`src/rtl/wifi_preamble_pkg.sv`:
```
// ---------------------------------------------------------------------------
// wifi_preamble_pkg
// Shared types, frame-layout constants and the 802.11a/g legacy preamble
// sample tables used by the preamble generator and its ROM.
//   state_t      : generator FSM state encoding
//   rom_sel_t    : ROM table select (short or long training symbol)
//   STS_I/STS_Q  : 16-sample short training symbol period, Q1.15
//   LTS_I/LTS_Q  : 64-sample long training symbol, Q1.15
// Table entries are round(value * 2^15) of the 802.11a time-domain tables.
// ---------------------------------------------------------------------------
package wifi_preamble_pkg;

  typedef enum logic [2:0] {
    ST_IDLE   = 3'd0,
    ST_STS    = 3'd1,
    ST_LTS_GI = 3'd2,
    ST_LTS1   = 3'd3,
    ST_LTS2   = 3'd4,
    ST_GAP    = 3'd5
  } state_t;

  typedef enum logic {
    ROM_STS = 1'b0,
    ROM_LTS = 1'b1
  } rom_sel_t;

  localparam logic [8:0] STS_LEN   = 9'd160;
  localparam logic [8:0] GI_LEN    = 9'd32;
  localparam logic [8:0] LTS_LEN   = 9'd64;
  localparam logic [8:0] FRAME_LEN = 9'd320;

  // Index of the last beat of each frame section.
  localparam logic [8:0] STS_END   = STS_LEN - 9'd1;
  localparam logic [8:0] GI_END    = STS_LEN + GI_LEN - 9'd1;
  localparam logic [8:0] LTS1_END  = STS_LEN + GI_LEN + LTS_LEN - 9'd1;
  localparam logic [8:0] FRAME_END = FRAME_LEN - 9'd1;

  localparam logic signed [15:0] STS_I [16] = '{
    16'sd1507, -16'sd4325, -16'sd426,  16'sd4686,
    16'sd3015,  16'sd4686, -16'sd426, -16'sd4325,
    16'sd1507,  16'sd66,   -16'sd2589, -16'sd426,
    16'sd0,    -16'sd426,  -16'sd2589,  16'sd66
  };

  localparam logic signed [15:0] STS_Q [16] = '{
    16'sd1507,  16'sd66,   -16'sd2589, -16'sd426,
    16'sd0,    -16'sd426,  -16'sd2589,  16'sd66,
    16'sd1507, -16'sd4325, -16'sd426,   16'sd4686,
    16'sd3015,  16'sd4686, -16'sd426,  -16'sd4325
  };

  localparam logic signed [15:0] LTS_I [64] = '{
     16'sd5112, -16'sd164,   16'sd1311,  16'sd3178,
     16'sd688,   16'sd1966, -16'sd3768, -16'sd1245,
     16'sd3211,  16'sd1737,  16'sd33,   -16'sd4489,
     16'sd786,   16'sd1933, -16'sd721,   16'sd3899,
     16'sd2032,  16'sd1212, -16'sd1868, -16'sd4293,
     16'sd2687,  16'sd2294, -16'sd1966, -16'sd1835,
    -16'sd1147, -16'sd3998, -16'sd4162,  16'sd2458,
    -16'sd98,   -16'sd3015,  16'sd3015,  16'sd393,
    -16'sd5112,  16'sd393,   16'sd3015, -16'sd3015,
    -16'sd98,    16'sd2458, -16'sd4162, -16'sd3998,
    -16'sd1147, -16'sd1835, -16'sd1966,  16'sd2294,
     16'sd2687, -16'sd4293, -16'sd1868,  16'sd1212,
     16'sd2032,  16'sd3899, -16'sd721,   16'sd1933,
     16'sd786,  -16'sd4489,  16'sd33,    16'sd1737,
     16'sd3211, -16'sd1245, -16'sd3768,  16'sd1966,
     16'sd688,   16'sd3178,  16'sd1311, -16'sd164
  };

  localparam logic signed [15:0] LTS_Q [64] = '{
     16'sd0,    -16'sd3932, -16'sd3637,  16'sd2720,
     16'sd918,  -16'sd2884, -16'sd1802, -16'sd3473,
    -16'sd852,   16'sd131,  -16'sd3768, -16'sd1540,
    -16'sd1933, -16'sd492,   16'sd5276, -16'sd164,
     16'sd2032, -16'sd3211, -16'sd1278, -16'sd2130,
    -16'sd3015, -16'sd459,  -16'sd2654,  16'sd721,
     16'sd4948,  16'sd557,   16'sd688,   16'sd2425,
    -16'sd1769,  16'sd3768,  16'sd3473,  16'sd3211,
     16'sd0,    -16'sd3211, -16'sd3473, -16'sd3768,
     16'sd1769, -16'sd2425, -16'sd688,  -16'sd557,
    -16'sd4948, -16'sd721,   16'sd2654,  16'sd459,
     16'sd3015,  16'sd2130,  16'sd1278,  16'sd3211,
    -16'sd2032,  16'sd164,  -16'sd5276,  16'sd492,
     16'sd1933,  16'sd1540,  16'sd3768, -16'sd131,
     16'sd852,   16'sd3473,  16'sd1802,  16'sd2884,
    -16'sd918,  -16'sd2720,  16'sd3637,  16'sd3932
  };

  // Beats below STS_LEN come from the short-symbol table, the rest from
  // the long-symbol table.
  function automatic rom_sel_t beat_to_sel(input logic [8:0] beat);
    if (beat < STS_LEN) begin
      return ROM_STS;
    end else begin
      return ROM_LTS;
    end
  endfunction

endpackage

```
`src/rtl/preamble_rom.sv`:
```
// ---------------------------------------------------------------------------
// preamble_rom
// Combinational lookup of one preamble sample with amplitude scaling.
//   i_sel   : ROM_STS selects the 16-entry short table (address bits [3:0]),
//             ROM_LTS selects the 64-entry long table (address bits [5:0])
//   i_addr  : sample address
//   o_data  : {I[31:16], Q[15:0]}, each arithmetically shifted right by
//             AMP_SHIFT with the sign preserved (truncating, no rounding)
// ---------------------------------------------------------------------------
module preamble_rom
  import wifi_preamble_pkg::*;
#(
  parameter int unsigned AMP_SHIFT = 0
) (
  input  rom_sel_t    i_sel,
  input  logic [5:0]  i_addr,
  output logic [31:0] o_data
);

  logic signed [15:0] w_i;
  logic signed [15:0] w_q;
  logic signed [15:0] w_i_scaled;
  logic signed [15:0] w_q_scaled;

  // Table select and sample fetch.
  always_comb begin
    w_i = 16'sd0;
    w_q = 16'sd0;
    case (i_sel)
      ROM_STS: begin
        w_i = STS_I[i_addr[3:0]];
        w_q = STS_Q[i_addr[3:0]];
      end
      ROM_LTS: begin
        w_i = LTS_I[i_addr];
        w_q = LTS_Q[i_addr];
      end
      default: begin
        w_i = 16'sd0;
        w_q = 16'sd0;
      end
    endcase
  end

  assign w_i_scaled = w_i >>> AMP_SHIFT;
  assign w_q_scaled = w_q >>> AMP_SHIFT;
  assign o_data     = {w_i_scaled, w_q_scaled};

endmodule

```
`src/rtl/preamble_generator.sv`:
```
// ---------------------------------------------------------------------------
// preamble_generator
// Emits 802.11a/g legacy preambles over AXI-Stream: 160 STS beats, the
// 32-beat LTS guard interval and two 64-beat LTS symbols (320 beats per
// frame), with GAP_SAMPLES zero beats between frames of a burst.
//   clk_in, rst_n_in      : clock, asynchronous active-low reset
//   start_in              : start request, accepted only in IDLE
//   abort_in              : stop after the current frame (sticky)
//   num_frames_in         : frames per burst, 0 = continuous
//   preamble_axis_*       : registered AXI-Stream master, tdata = {I, Q}
//   busy_out              : high whenever the FSM is not IDLE
//   frame_cnt_out         : frames completed in the current burst
// ---------------------------------------------------------------------------
module preamble_generator
  import wifi_preamble_pkg::*;
#(
  parameter int unsigned GAP_SAMPLES = 400,
  parameter int unsigned AMP_SHIFT   = 0
) (
  input  logic        clk_in,
  input  logic        rst_n_in,
  input  logic        start_in,
  input  logic        abort_in,
  input  logic [7:0]  num_frames_in,
  output logic        preamble_axis_tvalid,
  output logic [31:0] preamble_axis_tdata,
  output logic        preamble_axis_tlast,
  input  logic        preamble_axis_tready,
  output logic        busy_out,
  output logic [7:0]  frame_cnt_out
);

  localparam logic [15:0] GAP_LAST = (GAP_SAMPLES > 32'd0) ?
                                     16'(GAP_SAMPLES - 32'd1) : 16'd0;
  localparam logic        GAP_EN   = (GAP_SAMPLES > 32'd0);

  state_t      r_state;
  logic [8:0]  r_beat;
  logic [15:0] r_gap_cnt;
  logic [7:0]  r_num_frames;
  logic [7:0]  r_frame_cnt;
  logic        r_abort_pending;
  logic        r_tvalid;
  logic        r_tlast;
  logic [31:0] r_tdata;
  logic        r_busy;

  state_t      w_nxt_state;
  logic [8:0]  w_nxt_beat;
  logic [15:0] w_nxt_gap;
  logic        w_hs;
  logic        w_start_acc;
  logic        w_frame_end;
  logic        w_adv;
  logic        w_abort_eff;
  logic        w_burst_done;
  logic [7:0]  w_frame_cnt_inc;
  rom_sel_t    w_rom_sel;
  logic [5:0]  w_rom_addr;
  logic [31:0] w_rom_data;
  logic [31:0] w_nxt_tdata;
  logic        w_nxt_tlast;

  assign w_hs            = r_tvalid && preamble_axis_tready;
  // An abort arriving on the final handshake of a frame still counts.
  assign w_abort_eff     = r_abort_pending || abort_in;
  assign w_frame_cnt_inc = r_frame_cnt + 8'd1;
  assign w_burst_done    = (r_num_frames != 8'd0) &&
                           (w_frame_cnt_inc == r_num_frames);
  assign w_adv           = w_start_acc || w_hs;

  // Next-state, next-beat and gap-counter computation.
  always_comb begin
    w_nxt_state = r_state;
    w_nxt_beat  = r_beat;
    w_nxt_gap   = r_gap_cnt;
    w_start_acc = 1'b0;
    w_frame_end = 1'b0;
    case (r_state)
      ST_IDLE: begin
        if (start_in) begin
          w_start_acc = 1'b1;
          w_nxt_state = ST_STS;
          w_nxt_beat  = 9'd0;
          w_nxt_gap   = 16'd0;
        end else begin
          w_nxt_state = ST_IDLE;
        end
      end
      ST_STS: begin
        if (w_hs) begin
          w_nxt_beat = r_beat + 9'd1;
          if (r_beat == STS_END) begin
            w_nxt_state = ST_LTS_GI;
          end else begin
            w_nxt_state = ST_STS;
          end
        end else begin
          w_nxt_state = ST_STS;
        end
      end
      ST_LTS_GI: begin
        if (w_hs) begin
          w_nxt_beat = r_beat + 9'd1;
          if (r_beat == GI_END) begin
            w_nxt_state = ST_LTS1;
          end else begin
            w_nxt_state = ST_LTS_GI;
          end
        end else begin
          w_nxt_state = ST_LTS_GI;
        end
      end
      ST_LTS1: begin
        if (w_hs) begin
          w_nxt_beat = r_beat + 9'd1;
          if (r_beat == LTS1_END) begin
            w_nxt_state = ST_LTS2;
          end else begin
            w_nxt_state = ST_LTS1;
          end
        end else begin
          w_nxt_state = ST_LTS1;
        end
      end
      ST_LTS2: begin
        if (w_hs) begin
          if (r_beat == FRAME_END) begin
            w_frame_end = 1'b1;
            w_nxt_beat  = 9'd0;
            w_nxt_gap   = 16'd0;
            if (w_abort_eff || w_burst_done) begin
              w_nxt_state = ST_IDLE;
            end else if (GAP_EN) begin
              w_nxt_state = ST_GAP;
            end else begin
              w_nxt_state = ST_STS;
            end
          end else begin
            w_nxt_beat  = r_beat + 9'd1;
            w_nxt_state = ST_LTS2;
          end
        end else begin
          w_nxt_state = ST_LTS2;
        end
      end
      ST_GAP: begin
        if (w_hs) begin
          if (w_abort_eff) begin
            w_nxt_state = ST_IDLE;
          end else if (r_gap_cnt == GAP_LAST) begin
            w_nxt_state = ST_STS;
            w_nxt_beat  = 9'd0;
            w_nxt_gap   = 16'd0;
          end else begin
            w_nxt_state = ST_GAP;
            w_nxt_gap   = r_gap_cnt + 16'd1;
          end
        end else begin
          w_nxt_state = ST_GAP;
        end
      end
      default: begin
        w_nxt_state = ST_IDLE;
        w_nxt_beat  = 9'd0;
        w_nxt_gap   = 16'd0;
      end
    endcase
  end

  // Beat index modulo 64 addresses every long-table section directly
  // (160->32, 192->0, 256->0) and modulo 16 the short table.
  assign w_rom_sel  = beat_to_sel(w_nxt_beat);
  assign w_rom_addr = w_nxt_beat[5:0];

  preamble_rom #(
    .AMP_SHIFT (AMP_SHIFT)
  ) u_rom (
    .i_sel  (w_rom_sel),
    .i_addr (w_rom_addr),
    .o_data (w_rom_data)
  );

  // Output payload for the beat that will be presented next.
  always_comb begin
    w_nxt_tdata = 32'd0;
    w_nxt_tlast = 1'b0;
    case (w_nxt_state)
      ST_STS, ST_LTS_GI, ST_LTS1: begin
        w_nxt_tdata = w_rom_data;
        w_nxt_tlast = 1'b0;
      end
      ST_LTS2: begin
        w_nxt_tdata = w_rom_data;
        w_nxt_tlast = (w_nxt_beat == FRAME_END);
      end
      default: begin
        w_nxt_tdata = 32'd0;
        w_nxt_tlast = 1'b0;
      end
    endcase
  end

  // FSM, beat index and output register; only move on start or handshake.
  always_ff @(posedge clk_in or negedge rst_n_in) begin
    if (!rst_n_in) begin
      r_state   <= ST_IDLE;
      r_beat    <= 9'd0;
      r_gap_cnt <= 16'd0;
      r_tvalid  <= 1'b0;
      r_tlast   <= 1'b0;
      r_tdata   <= 32'd0;
      r_busy    <= 1'b0;
    end else if (w_adv) begin
      r_state   <= w_nxt_state;
      r_beat    <= w_nxt_beat;
      r_gap_cnt <= w_nxt_gap;
      r_tvalid  <= (w_nxt_state != ST_IDLE);
      r_tlast   <= w_nxt_tlast;
      r_tdata   <= w_nxt_tdata;
      r_busy    <= (w_nxt_state != ST_IDLE);
    end else begin
      r_state   <= r_state;
      r_beat    <= r_beat;
      r_gap_cnt <= r_gap_cnt;
      r_tvalid  <= r_tvalid;
      r_tlast   <= r_tlast;
      r_tdata   <= r_tdata;
      r_busy    <= r_busy;
    end
  end

  // Burst bookkeeping: frame target and completed-frame counter.
  always_ff @(posedge clk_in or negedge rst_n_in) begin
    if (!rst_n_in) begin
      r_num_frames <= 8'd0;
      r_frame_cnt  <= 8'd0;
    end else if (w_start_acc) begin
      r_num_frames <= num_frames_in;
      r_frame_cnt  <= 8'd0;
    end else if (w_frame_end) begin
      r_num_frames <= r_num_frames;
      r_frame_cnt  <= w_frame_cnt_inc;
    end else begin
      r_num_frames <= r_num_frames;
      r_frame_cnt  <= r_frame_cnt;
    end
  end

  // Sticky abort request; ignored while idle, cleared when a start is taken.
  always_ff @(posedge clk_in or negedge rst_n_in) begin
    if (!rst_n_in) begin
      r_abort_pending <= 1'b0;
    end else if (w_start_acc) begin
      r_abort_pending <= 1'b0;
    end else if ((r_state != ST_IDLE) && abort_in) begin
      r_abort_pending <= 1'b1;
    end else begin
      r_abort_pending <= r_abort_pending;
    end
  end

  assign preamble_axis_tvalid = r_tvalid;
  assign preamble_axis_tdata  = r_tdata;
  assign preamble_axis_tlast  = r_tlast;
  assign busy_out             = r_busy;
  assign frame_cnt_out        = r_frame_cnt;

endmodule
```
`config.mk`:
```
export PLATFORM = sky130hd
export DESIGN_NAME = preamble_generator
export DESIGN_NICKNAME = d
export VERILOG_FILES = /design/src/rtl/wifi_preamble_pkg.sv /design/src/rtl/preamble_rom.sv /design/src/rtl/preamble_generator.sv
export SDC_FILE = /design/constraint.sdc
export NUM_CORES = 1
export LEC_CHECK = 0
export CORE_ASPECT_RATIO = 1.25
export CORE_MARGIN = 2
export CORE_UTILIZATION = 35
export DETAILED_ROUTE_END_ITERATION = 8
export PLACE_DENSITY = 0.62
export SLEW_MARGIN = 0
export SYNTH_ARGS = -nofsm -noshare
export SYNTH_HDL_FRONTEND = slang
export SYNTH_HIERARCHICAL = 1
export SYNTH_SLANG_ARGS = --single-unit
```
`constraint.sdc`:
```
create_clock -name clk_in -period 4.25 [get_ports clk_in]
set_input_delay 0.6375 -clock clk_in [delete_from_list [all_inputs] [get_ports clk_in]]
set_output_delay 0.6375 -clock clk_in [all_outputs]
set_load 0.01 [all_outputs]
```
---- Word-level counts from Yosys, hierarchy flattened ----
Memories as Yosys holds them, arrays and structs flattened.
Index checks and enable logic that the tools add are counted.
cells by class
  add/sub/neg operators ................... 3
  magnitude comparators ................... 3
  equal/unequal tests ..................... 21
  mux-type cells .......................... 51
  bitwise operators ....................... 3
  reduce and logical (&&, ||, !) cells .... 15
operators with widths
  operator                                                              count
  16-bit 2-to-1 mux                                                     14
  16-bit one-hot mux with 2 select lines                                2
  16-bit one-hot mux with 4 select lines                                1
  9-bit 2-to-1 mux                                                      7
  9-bit one-hot mux with 4 select lines                                 1
  32-bit 2-to-1 mux                                                     1
  3-bit 2-to-1 mux                                                      10
  9-bit by 8-bit == test with 1-bit output, second input constant       3
  9-bit == test, second input constant                                  2
  3-bit one-hot mux with 6 select lines                                 1
  16-bit by 1-bit adder with 16-bit output, second input constant       1
  16-bit by 9-bit == test with 1-bit output, second input constant      1
  8-bit 2-to-1 mux                                                      2
  3-bit by 2-bit == test with 1-bit output, second input constant       4
  1-bit 2-to-1 mux                                                      11
  2-bit inequality test, second input constant                          5
  9-bit by 1-bit adder with 9-bit output, second input constant         1
  3-bit == test, second input constant                                  3
  9-bit by 8-bit < comparator with 1-bit output, second input constant  1
  8-bit by 1-bit adder with 8-bit output, second input constant         1
  8-bit == test                                                         1
  8-bit nonzero test                                                    1
  7-bit >= comparator, second input constant                            1
  6-bit NOT with 7-bit output                                           1
  13 further kinds                                                      20
storage, ports and cells
  register bits after elaboration ......... 79
  bits in read-only memories .............. 2560
  output and inout port bits .............. 43
  logic and storage cells ................. 109
  memories ................................ 4
memory list
  memory            depth  bits a word  read ports  clocked after Yosys merged registers in  wr ports  RTL line            RTL
  (name not given)  64     16           1           0                                        0         preamble_rom.sv:36  w_q = LTS_Q[i_addr];
  (name not given)  64     16           1           0                                        0         preamble_rom.sv:35  w_i = LTS_I[i_addr];
  (name not given)  16     16           1           0                                        0         preamble_rom.sv:32  w_q = STS_Q[i_addr[3:0]];
  (name not given)  16     16           1           0                                        0         preamble_rom.sv:31  w_i = STS_I[i_addr[3:0]];

---- Longest topological paths before layout ----
  depth in word-level cells ............... 11
  depth in mapped cells ................... 20

---- Cells and area by module ----
The synthesis kept the hierarchy.
modules (own cells, without submodules)
  module              instances  cells each  area each (µm²)
  preamble_generator  1          481         4837.1
  preamble_rom        1          561         3422.0

---- Least setup slack after synthesis ----
No wires, ideal clock.
  kind .................................... register to register
  from .................................... register r_beat[0]
  to ...................................... register r_tdata[14] (netlist: preamble_axis_tdata[14])
  setup time .............................. 0.087 ns
  arrival time ............................ 4.035 ns
  required time ........................... 4.163 ns
  setup slack ............................. 0.129 ns
  cell stages (with the launch flop) ...... 20
  buffers on the path ..................... 5
  path through ............................ dfrtp_1 -> ha_1 -> and4_2 -> a31oi_4 -> or2_1 -> buf_6 -> and3_1 -> or2_1 -> buf_2 -> buf_2 -> inv_1 -> ha_1 -> clkbuf_1 -> and2_1 -> o21ai_0 -> a311oi_1 -> o22a_1 -> buf_4 -> mux2i_1 -> a211oi_2
between the ends
  longest elaborated chain between the ends .. 10
  elaborated cells on any way between the ends .. 39
  those cells by class .................... add/sub (1); order compare (1); eq/ne (8); mux (24); bitwise (2); reduce/logical (1); memory (2)
RTL lines
  element                                                                                           RTL line                                RTL
  start: declaration                                                                                preamble_generator.sv:38                logic [8:0] r_beat;
  start signal: assignment                                                                          preamble_generator.sv:216               r_beat <= w_nxt_beat;
  start signal: assignment                                                                          preamble_generator.sv:224               r_beat <= r_beat;
  9-bit by 1-bit adder with 9-bit output or 9-bit == test (tied branches)                           --
  9-bit 2-to-1 mux                                                                                  preamble_generator.sv:128               if (r_beat == FRAME_END) begin
  9-bit 2-to-1 mux                                                                                  preamble_generator.sv:127               if (w_hs) begin
  9-bit one-hot mux with 4 select lines (*)                                                         preamble_generator.sv:79                case (r_state)
  net w_nxt_beat[1]                                                                                 preamble_generator.sv:49                logic [8:0] w_nxt_beat;
  6-bit NOT with 7-bit output (implied by the code) or 4-bit NOT with 5-bit output (tied branches)  preamble_rom.sv:36, preamble_rom.sv:32
  memory 64 x 16 bit or memory 16 x 16 bit (tied branches)                                          --
  16-bit 2-to-1 mux, on equally long branches (2 in a row)                                          preamble_rom.sv:36, preamble_rom.sv:32
  16-bit one-hot mux with 2 select lines (*)                                                        preamble_rom.sv:29                      case (i_sel)
  net w_rom_data[14]                                                                                preamble_generator.sv:60                logic [31:0] w_rom_data;
  32-bit 2-to-1 mux (*)                                                                             preamble_generator.sv:188               case (w_nxt_state)
  end signal: assignment                                                                            preamble_generator.sv:220               r_tdata <= w_nxt_tdata;
  end signal: assignment                                                                            preamble_generator.sv:228               r_tdata <= r_tdata;
  end: declaration                                                                                  preamble_generator.sv:45                logic [31:0] r_tdata;
Mark *: on every way through the listed nets, which the timed path passes. The rest lies on a longest branch. The select of a mux whose other input is x is not followed.
A chain may end at the register's enable or synchronous reset.

---- Worst setup path in the final report ----
  from .................................... input port preamble_axis_tready
  to ...................................... register r_tdata[11] (netlist: preamble_axis_tdata[11])
between the ends
  longest elaborated chain between the ends .. 9
  elaborated cells on any way between the ends .. 29
  those cells by class .................... order compare (1); eq/ne (4); mux (17); bitwise (2); reduce/logical (3); memory (2)
RTL lines
  element                                                                                           RTL line                                RTL
  start: declaration                                                                                preamble_generator.sv:28                input logic preamble_axis_tready,
  1-bit logical AND (*)                                                                             preamble_generator.sv:64                assign w_hs = r_tvalid && preamble_axis_tready;
  9-bit 2-to-1 mux, on equally long branches                                                        --
  9-bit one-hot mux with 4 select lines (*)                                                         preamble_generator.sv:79
  net w_nxt_beat[1]                                                                                 preamble_generator.sv:49
  6-bit NOT with 7-bit output (implied by the code) or 4-bit NOT with 5-bit output (tied branches)  preamble_rom.sv:36, preamble_rom.sv:32
  memory 64 x 16 bit or memory 16 x 16 bit (tied branches)                                          --
  16-bit 2-to-1 mux, on equally long branches (2 in a row)                                          preamble_rom.sv:36, preamble_rom.sv:32
  16-bit one-hot mux with 2 select lines (*)                                                        preamble_rom.sv:29
  net w_rom_data[11]                                                                                preamble_generator.sv:60
  32-bit 2-to-1 mux (*)                                                                             preamble_generator.sv:188
Marks and branches as above.

==> results.yml <==
outcome:
  status: "completed"
logic_synthesis:
  synth.most_common_cell: "nor2_1"
  yosys.area_share.simple_pct: 25.16
  synth_seq_cells: 79
  synthTopCellsByArea: "dfrtp_1 (24%), o21ai_0 (5.1%), mux2i_1 (4.8%), a211oi_2 (4.4%), a21oi_1 (4.4%)"
  synthMuxAreaShare_pct: 6.757
  synth_common_cells: "nor2_1 (87), o21ai_0 (84), dfrtp_1 (79)"
  syn-instance-count: 1042
  synth_ff_type: "dfrtp_1"
  synth_cell_types: 100
  synth_compound_area_share_pct: 31.12
  synth_top_area_share_pct: 23.94
  synth_top_family_by_area: "compound AO/OA/AOI/OAI gates"
  syn_area_um2: 8259
  ys_seq_area_share_pct: 23.94
  synthXorXnorAreaFrac_pct: 2.121
  async_flop_share_pct: 100.0
  yosysTopAreaCell: "dfrtp_1"
  syn_avg_cell_area_um2: 7.926
  synth_edf_count: 0
  synthAdderAreaFrac_pct: 2.727
  synth-warning-count: 6
  syn_nets: 1073
global_routing:
  grt_pass1_vias: 8777
  track_usage_pct: 25.82
  grt_max_degree: 56
  antenna_found_initial: 0
  grt_pass1_wl_um: 50420
  overflow: 0
sta:
  fmax_ghz: 0.2477
  rsz0062_at_grt: "no"
  worst_pin_slew_ns: 0.6449
  final_hold_viol_count: 0
  slew_headroom_pct: 56.85
  final.period_utilization_pct: 95.00
  setup-violations-final: 0
  period_minus_slack_ns: 4.037
  drv_slew: 0
  finalClockSkew_ns: 0.01223
clock_network:
  insertion_delay_ns: 0.36
  cts_max_path_buffers: 2
  hold_buffers: 0
  clkTransAtPathRegs_ns: 0.06
  cts_tree: "done"
  htree_levels: 3
  cts_buffers: 9
  cts_root_buffer: "clkbuf_16"
  cts.sinks: 79
drt:
  drtIter0Drc: 1192
  drc_errors: 0
  drtPass1Iterations: 6
  via_count: 9297
  via_per_inst: 6.333
  wl_um: 32110
  wl_per_cell_um: 21.88
  drtAntennaViolNets: 0
pwr:
  pwr-share-seq_pct: 11.9
  power.switching_mw: 5.391
  clockPowerShare_pct: 7.2
  p_int_mw: 4.930
  p_sw_share_pct: 52.23
  peakVddDrop_mv: 0.4717
  p_leak_nw: 4.277
  power_density_nw_per_um2: 1003
  power_frac_comb_pct: 80.9
critical_path:
  crit_fanout: 6
  crit_path_start_kind: "primary input"
  worstPathCellList: "clkdlybuf4s50_1, and2_1, buf_4, nand2_1, o2111ai_1, a21boi_0, or2_1, inv_1, ha_1, and2_1, nor3_1, a311oi_1, a211o_1, a31oi_1, mux2i_1, a211oi_2"
  required_ns: 4.52
  critPathSlowestCell: "clkdlybuf4s50_1"
  max_stage_delay_ns: 0.55
  crit_path_frequent_cell: "and2_1"
  crit_type: "primary input to flop"
  critPathArrivalTime_ns: 4.30
  cp-end-kind: "flop"
floorplanning:
  die_area_um2: 24850
  core_area_um2: 23120
  ioPinCount: 56
  die_height_um: 175.7
  start_util_pct: 35.73
  die_w_um: 141.4
  fp-row-count: 62
cells_and_area:
  area_delta_synth_final_pct: 24.57
  nNetsFinal: 1206
  postLayoutCellArea_um2: 10290
  postLayoutCoreUtil_pct: 44.51
  drive_gt1_share_pct: 22.46
  n_antenna_cell: 0
hold_path:
  hold_class: "primary input to async pin"
place:
  placed_area_um2: 9970
  place_hpwl_um: 23610
  place_congestion: 1.055
  port_buffers: 55
run:
  max_cap_violations: 0
[cell type report]
type                    instances  area, um^2
clock buffers                  11       242.7
clock inverters                 5       33.78
fillers                      2292       12830
inverters                      16       60.06
multi-input cells             845        5685
flip-flops and latches         79        1977
well taps                     288       360.3
repair buffers                224        1929
[kinds of logic (layout without fill, tap and decap cells)]
family                   count (synthesis)  count (layout)
XOR/XNOR                                20              20
multiplexers                            53              53
flip-flops                              79              79
adder cells (fa/ha/maj)                 18              18
AO/OA/AOI/OAI                          361             361
AND/OR/NAND/NOR                        393             393
buffers and inverters                  118             256
[per-stage QoR]
stage          hold WS (ns)  worst slack, ns  setup TNS [ns]  power, mW  instances
6_report             0.2760           0.2127               0      10.32       1468
5_1_grt              0.3284          0.02487               0      10.85       1468
4_1_cts              0.2960           0.2580               0      10.07       1465
3_5_place_dp         0.4799         -0.07391         -0.2200      9.268       1449
3_3_place_gp         0.4706         -0.07007         -0.2466      9.309       1449
2_1_floorplan        0.3419           0.1286               0      6.136       1042
[final timing paths]
path,start,to,slack (ns),cells after the start
min reg2reg,preamble_axis_tlast$_DFFE_PN0N_,preamble_axis_tlast$_DFFE_PN0N_,0.49,2
min in group clk_in,preamble_axis_tlast$_DFFE_PN0N_,preamble_axis_tlast$_DFFE_PN0N_,0.49,2
max,preamble_axis_tready,preamble_axis_tdata[11]$_DFFE_PN0N_,0.21,16
max reg2reg,r_beat[0]$_DFFE_PN0N_,preamble_axis_tdata[11]$_DFFE_PN0N_,0.21,15
max in group asynchronous,rst_n_in,preamble_axis_tdata[1]$_DFFE_PN0N_,3.04,2
min,rst_n_in,r_gap_cnt[7]$_DFFE_PN0P_,0.28,1
[worst max-delay path, delay by kind of cell]
kind	cells	cell delay, ns
AO/OA/AOI/OAI	6	1.32
adder cells (fa/ha/maj)	1	0.34
buffers and inverters	3	0.78
multiplexers	1	0.15
AND/OR/NAND/NOR	5	1.07
[layer usage]
metal	share of wire [%]	vias up	global-route usage, %	routed length (um)
li1	-	4172	-	-
met1	40	4347	33.93	12910
met2	44	628	39.46	14250
met3	9.5	150	4.580	3049
met4	5.9	0	15.54	1905
met5	0	-	0	0
[power groups by stage]
stage	combinational (mW)	clock, mW	sequential, mW
2_1_floorplan	4.89	0	1.24
3_3_place_gp	8.08	0	1.23
3_5_place_dp	8.03	0	1.23
4_1_cts	8.08	0.760	1.23
5_1_grt	8.79	0.793	1.26
6_report	8.35	0.747	1.22
[registers in the layout (all words and copies together) (netlist names)]
register	flops
preamble_axis_tdata	32
r_gap_cnt	16
r_beat	9
frame_cnt_out	8
r_num_frames	8
r_state	3
busy_out	1
preamble_axis_tlast	1
r_abort_pending	1
[what timing repair did]
| action | 4_1_cts | 5_1_grt |
|---|---|---|
| buffers inserted | 0 | 3 |
| setup endpoints to repair | 0 | 11 |
| gates resized for setup | 0 | 3 |
[placed cells by master (no fill, tap or decap), drive strengths merged, types with 25 or more instances in the layout]
master	netlist	layout
buf	73	170
o21ai	91	91
nor3	38	38
dfrtp	79	79
a211oi	48	48
nand2b	29	29
clkdlybuf4s50	0	54
a21oi	75	75
nand2	77	77
nand3	35	35
nor2	88	88
mux2i	40	40
nor2b	25	25
No activity file was read; power rests on OpenSTA's default activity.
